### config.mk
export PLATFORM = sky130hd
export DESIGN_NAME = instruction_fetch
export DESIGN_NICKNAME = d
export VERILOG_FILES = /design/src/rtl/instruction_fetch.sv
export SDC_FILE = /design/constraint.sdc
export NUM_CORES = 1
export LEC_CHECK = 0
export CAP_MARGIN = 20
export CORE_MARGIN = 2
export CORE_UTILIZATION = 47
export DETAILED_ROUTE_END_ITERATION = 6
export GPL_TIMING_DRIVEN = 0
export PLACE_DENSITY = 0.94
export REMOVE_ABC_BUFFERS = 1
export SLEW_MARGIN = 40
export SYNTH_ARGS = -nofsm -noshare
export SYNTH_HDL_FRONTEND = slang
export SYNTH_SLANG_ARGS = --single-unit
### constraint.sdc
create_clock -name CLK -period 3.97 [get_ports CLK]
set_input_delay 0.794 -clock CLK [delete_from_list [all_inputs] [get_ports CLK]]
set_output_delay 0.794 -clock CLK [all_outputs]
set_load 0.02 [all_outputs]
### src/rtl/instruction_fetch.sv
// Instruction fetch sequencer: PC, memory read handshake, EXECUTE strobe,
// and debug halt / single-step / PC breakpoint control.
module instruction_fetch #(
  parameter int unsigned       ADDR_W       = 16,
  parameter logic [ADDR_W-1:0] RESET_VECTOR = '0,
  parameter logic [ADDR_W-1:0] PC_INC       = ADDR_W'(1)
) (
  input  logic              CLK,
  input  logic              RESET_N,
  output logic [ADDR_W-1:0] ADDR,
  output logic              MEM_RD,
  input  logic              MEM_RDY,
  input  logic [15:0]       MEM_DIN,
  output logic [15:0]       DOUT,
  output logic              EXECUTE,
  input  logic              EXEC_DONE,
  input  logic              PC_LOAD,
  input  logic [ADDR_W-1:0] PC_NEXT,
  output logic [ADDR_W-1:0] PC,
  input  logic              DEBUG_MODE,
  input  logic              DEBUG_STEP,
  input  logic              DEBUG_EN_BKP,
  input  logic [ADDR_W-1:0] BKP_ADDR,
  output logic              HALTED,
  output logic              BKP_HIT
);

  typedef enum logic [2:0] {
    S_RST,
    S_FETCH,
    S_EXEC,
    S_WAIT,
    S_HALT
  } state_e;

  state_e            state_q;
  logic [ADDR_W-1:0] pc_q;
  logic [15:0]       dout_q;
  logic              exec_q;
  logic              mem_rd_q;
  logic              halted_q;
  logic              bkp_hit_q;
  logic              step_q;
  logic              skip_q;

  logic [ADDR_W-1:0] npc_d;
  logic              bkp_match_d;

  // Branch target only matters at the retire edge in WAIT
  assign npc_d       = PC_LOAD ? PC_NEXT : pc_q;
  assign bkp_match_d = DEBUG_EN_BKP
                    && (npc_d == BKP_ADDR)
                    && !skip_q;

  assign ADDR    = pc_q;
  assign PC      = pc_q;
  assign MEM_RD  = mem_rd_q;
  assign DOUT    = dout_q;
  assign EXECUTE = exec_q;
  assign HALTED  = halted_q;
  assign BKP_HIT = bkp_hit_q;

  always_ff @(posedge CLK) begin
    if (!RESET_N) begin
      state_q   <= S_RST;
      pc_q      <= RESET_VECTOR;
      dout_q    <= '0;
      exec_q    <= 1'b0;
      mem_rd_q  <= 1'b0;
      halted_q  <= 1'b0;
      bkp_hit_q <= 1'b0;
      step_q    <= 1'b0;
      skip_q    <= 1'b0;
    end else begin
      exec_q <= 1'b0;
      unique case (state_q)
        S_RST: begin
          if (DEBUG_MODE) begin
            state_q  <= S_HALT;
            halted_q <= 1'b1;
          end else begin
            state_q  <= S_FETCH;
            mem_rd_q <= 1'b1;
          end
        end
        S_FETCH: begin
          if (MEM_RDY) begin
            dout_q   <= MEM_DIN;
            pc_q     <= pc_q + PC_INC;
            mem_rd_q <= 1'b0;
            exec_q   <= 1'b1;
            state_q  <= S_EXEC;
          end
        end
        S_EXEC: begin
          state_q <= S_WAIT;
        end
        S_WAIT: begin
          if (EXEC_DONE) begin
            pc_q   <= npc_d;
            skip_q <= 1'b0;
            if (step_q) begin
              step_q   <= 1'b0;
              state_q  <= S_HALT;
              halted_q <= 1'b1;
            end else if (DEBUG_MODE) begin
              state_q  <= S_HALT;
              halted_q <= 1'b1;
            end else if (bkp_match_d) begin
              state_q   <= S_HALT;
              halted_q  <= 1'b1;
              bkp_hit_q <= 1'b1;
            end else begin
              state_q  <= S_FETCH;
              mem_rd_q <= 1'b1;
            end
          end
        end
        S_HALT: begin
          if (PC_LOAD) pc_q <= PC_NEXT;
          // A breakpoint halt only leaves through an explicit step
          if (DEBUG_STEP) begin
            state_q   <= S_FETCH;
            mem_rd_q  <= 1'b1;
            halted_q  <= 1'b0;
            step_q    <= 1'b1;
            skip_q    <= 1'b1;
            bkp_hit_q <= 1'b0;
          end else if (!DEBUG_MODE && !bkp_hit_q) begin
            state_q  <= S_FETCH;
            mem_rd_q <= 1'b1;
            halted_q <= 1'b0;
          end
        end
        default: begin
          state_q  <= S_RST;
          mem_rd_q <= 1'b0;
          halted_q <= 1'b0;
        end
      endcase
    end
  end

endmodule
; ---- After elaboration in Yosys (flattened, before gate mapping)
; Index checks and enable logic that the tools add are counted.
[classes]
add_sub_neg = 1
n_eq_ne = 16
n_mux = 39
bitwise_logic = 2
n_reduce_logical = 18
[op_table]
columns = cell, count
row1 = 2-to-1 mux 16 bit, 3
row2 = case mux 16 bit (3 select lines), 1
row3 = 2-to-1 mux 3 bit, 8
row4 = 2-to-1 mux 1 bit, 22
row5 = "inequality test 2 bit, second input constant", 9
row6 = "adder 16 x 1 -> 16 bit, second input constant", 1
row7 = equality test 16 bit, 1
row8 = case mux 3 bit (5 select lines), 1
row9 = AND reduction 3 bit, 3
row10 = AND reduction 8 bit, 1
row11 = "equality test 3 x 2 -> 1 bit, second input constant", 2
row12 = AND reduction 6 bit, 1
row13 = case mux 1 bit (5 select lines), 1
row14 = AND reduction 5 bit, 1
row15 = "inequality test 4 bit, second input constant", 1
row16 = case mux 1 bit (2 select lines), 2
row17 = case mux 1 bit (4 select lines), 1
row18 = AND reduction 2 bit, 2
row19 = "equality test 3 x 1 -> 1 bit, second input constant", 1
row20 = "equality test 3 bit, second input constant", 1
row21 = logical AND 1 bit, 3
row22 = zero test 1 bit, 3
row23 = zero test 3 bit, 1
row24 = "inequality test 3 bit, second input constant", 1
row25 = other kinds (4), 5
[word_totals]
reg_bits = 40
inputBits = 56
output_inout_bits = 52
wordCells = 84

; ---- Longest topological paths before layout
[depth]
ltp_word = 9
ltp_mapped = 8
mapped_depth_nobuf = 6

; ---- Least setup slack after synthesis
; OpenSTA, ideal clock, no wires.
[synth_path]
path_kind = input to register
start = in PC_LOAD
end = reg state_q[0]
setup_ns = 0.116
arrival_time_ns = 2.061
required_ns = 3.854
path_slack_ns = 1.793
path_stages = 7
n_path_buf = 2
path_cell_list = buf_6 -> clkbuf_1 -> mux2i_1 -> xnor2_1 -> nor4_2 -> nand4_2 -> a41o_1
[synth_between]
elab_chain_cells = 9
[synth_rtl]
columns = element, line_no
row1 = from (decl), 17  ; input logic PC_LOAD,
row2 = 2-to-1 mux 16 bit, -
row3 = equality test 16 bit, 52  ; && (npc_d == BKP_ADDR)
row4 = logical AND 1 bit, 52
row5 = logical AND 1 bit, 53  ; && !skip_q;
row6 = 2-to-1 mux 3 bit, 109  ; end else if (bkp_match_d) begin
row7 = 2-to-1 mux 3 bit, 106  ; end else if (DEBUG_MODE) begin
row8 = 2-to-1 mux 3 bit, 102  ; if (step_q) begin
row9 = 2-to-1 mux 3 bit, 99  ; if (EXEC_DONE) begin
row10 = case mux 3 bit (5 select lines), 76  ; unique case (state_q)
row11 = to (signal assigned), 79  ; state_q <= S_HALT;
row12 = to (signal assigned), 104  ; state_q <= S_HALT;
row13 = to (signal assigned), 107  ; state_q <= S_HALT;
row14 = to (decl), 36  ; state_e state_q;
; No other way between the ends. The select of a mux whose other input is x is not followed.
; A chain may end at the register's enable or synchronous reset.

; ---- Worst setup path in the final report
; Same ends and word-level chain as after synthesis.

==> flow_metrics.py <==
metrics = {
    "logic_synthesis": {
        "synth_edf_count": 0,
        "ys_types": 58,
        "synth_area_leaders": "dfxtp_1, nand2_1, mux2i_1, xnor2_1, buf_4",
        "synthArstFlopShare": 0,
        "syn_area_per_cell_um2": 8.123,
        "yosysSeqAreaShare": 0.2978,
        "synth_top_area_cell": "dfxtp_1",
        "synthCells": 331,
        "synth_area_um2": 2689,
        "yosysWarnings": 0,
        "yosys_register_bits": 40,
        "synth-main-ff-cell": "dfxtp_1",
        "synth_top_area_share": 0.2978,
    },
    "finish": {
        "mostFrequentLayoutCell": "clkdlybuf4s50_1",
        "multi_input_area_um2": 1662,
        "regArea_um2": 800.8,
        "diodes": 0,
        "num-fill-cells": 422,
        "nets": 463,
        "instances_no_fill": 479,
        "drive_gt1_frac": 0.08354,
        "area_growth_pct": 38.81,
        "layout_common_cells": "clkdlybuf4s50_1, nand2_1, dfxtp_1",
    },
    "global_route": {
        "antenna_found_initial": 0,
        "first_global_vias": 2603,
        "grt_overflow_total": 0,
        "grt.total_usage": 0.2425,
        "grt_max_degree": 47,
        "grt_pass1_wl_um": 12350,
    },
    "power": {
        "p_leak_nw": 1.279,
        "ir_drop_mv": 0.3815,
        "power_switching_w": 0.0006435,
        "pwr-share-clk": 0.205,
        "combPwrFrac": 0.446,
        "p_int_w": 0.0009824,
        "seq_power_share": 0.349,
        "swShare": 0.3958,
        "p_per_area_nw_per_um2": 435.6,
    },
    "hold_path": {
        "hp-class": "reg2reg",
    },
    "clock_network": {
        "htreeDepth": 2,
        "clockBufferDepth": 2,
        "clock-sinks": 40,
        "cts_tree": "yes",
        "clkLatencyLatePin_ps": 300,
        "numCtsBuffers": 5,
        "path_clk_slew_ps": 80,
        "cts_resized": 0,
        "cts-root-buf": "clkbuf_8",
        "cts_hold_buf": 0,
        "postCtsSetupRepairBufs": 0,
    },
    "timing": {
        "period_needed_ps": 2689,
        "rsz0062_at_grt": "false",
        "max_slew_margin": 0.5012,
        "fmax_mhz": 371.9,
        "setup_viol": 0,
        "final_max_slew_viol_count": 0,
        "skew_ps": 6.166,
        "final_hold_viol_count": 0,
        "worstMarginPinSlew_ps": 748.2,
        "tns_ps": 0,
        "period_share": 0.6773,
    },
    "run": {
        "drv_cap": 0,
    },
    "floorplanning": {
        "die_y_um": 79.64,
        "fp-row-count": 27,
        "die_x_um": 79.64,
        "placeableCoreArea_um2": 5507,
        "die-area_um2": 6342,
        "start_util": 0.4883,
        "io_pins": 108,
    },
    "setup_path": {
        "start_kind": "primary input",
        "crit_type": "in2reg",
        "path_delay_family": "compound AO/OA/AOI/OAI gates",
        "max_stage_delay_ps": 490,
        "worstPathRequired_ps": 4160,
        "worstPathCellList": "buf_2 -> mux2i_1 -> nand3b_1 -> a2111oi_2 -> nand4_2 -> a41o_1",
        "worstPathMaxFanout": 24,
        "cp_data_arrival_time_ps": 2880,
        "cp_slowest_cell": "buf_2",
        "endpoint_kind": "flip-flop",
        "worst-path-buf-inv": 1,
    },
    "place": {
        "dpl.hpwl_um": 5465,
        "io_buffer_count": 107,
        "dpl.cell_count": 471,
        "gp_congestion": 0.9157,
    },
    "detailed_routing": {
        "drt_drc_violations_left": 0,
        "routed_wl_um": 7628,
        "routedWlPerCell_um": 15.92,
        "drt.antenna.violating_nets": 0,
        "vias": 2769,
        "viasPerCell": 5.781,
        "firstDrtPassIters": 4,
        "drtIter0Drc": 428,
    },
    "outcome": {
        "outcome": "complete, no violations",
    },
}
## power groups by stage
stage                     clock network [W]  registers [W]  logic [W]
after global placement                    0       0.000567   0.000694
after detailed placement                  0       0.000572   0.000714
final                              0.000333       0.000568   0.000725
after floorplan                           0       0.000640   0.000327
after CTS                          0.000335       0.000563   0.000719
after global routing               0.000359       0.000580   0.000784
## per-layer routing
layer	wire length, µm	share of wire	track usage
met2	3765	0.49	0.4008
met5	0	0	0
met3	614	0.080	0.04186
met4	157	0.021	0.09828
met1	3091	0.41	0.3121
## synthesized netlist by cell type, types with 4 or more instances
library cell / number
nor2_1: 26
a21boi_0: 15
a31oi_1: 6
nand2_1: 48
o21ai_0: 16
mux2i_1: 15
xnor2_1: 15
o221a_2: 10
nor3b_1: 6
buf_2: 4
nand3b_1: 4
a21oi_1: 21
clkbuf_1: 15
and3_1: 4
buf_4: 17
dfxtp_1: 40
nand3_1: 8
## worst register-to-register path, cell delays in order, from the launching register on
cell     delay (ps)
dfxtp_1         750
and3b_1         530
nor2_2          240
nor3b_1         290
a31oi_1          70
o221a_2         260
## metrics by stage
step	total power, W	hold slack (ps)	setup WS (ps)	utilization	area [µm²]
floorplan	0.0009670	490.2	1943	-	2450
global placement	0.001260	441.7	213.3	0.6558	3611
detailed placement	0.001286	457.8	994.0	0.6569	3617
CTS	0.001618	469.0	1303	0.6764	3725
global route	0.001723	484.3	1201	0.6778	3732
finish	0.001626	466.9	1281	0.6778	3732
## final timing paths
path,slack [ps],depth (start not counted),to,start
hold / removal,470,2,DOUT[0],DOUT[0]
setup / recovery,1280,6,state_q[0],PC_LOAD
setup reg to reg,1740,5,ADDR[2],state_q[1]
hold reg to reg,470,2,DOUT[0],DOUT[0]
## layout make-up
cell class                      instances  area share
Multi-Input combinational cell        249      0.4452
Timing Repair Buffer                  107      0.2843
Sequential cell                        40      0.2145
Tap cell                               72     0.02414
Clock buffer                            6     0.01944
Clock inverter                          2    0.009387
Inverter                                3    0.003017
## registers in the layout, summed over array words and instances, names as in the netlist
name	cells
ADDR	16
DOUT	16
state_q	3
BKP_HIT	1
EXECUTE	1
HALTED	1
MEM_RD	1
skip_q	1
## logic make-up after synthesis
family / count (synthesis) / synth area share
adder cells (fa/ha/maj): 1 / 0.004653
flip-flops: 40 / 0.2978
XOR/XNOR: 15 / 0.04886
AND/OR/NAND/NOR: 125 / 0.2503
AO/OA/AOI/OAI: 91 / 0.2392
buffers and inverters: 42 / 0.09306
multiplexers: 17 / 0.06608
Power figures use the tool's default switching activity.
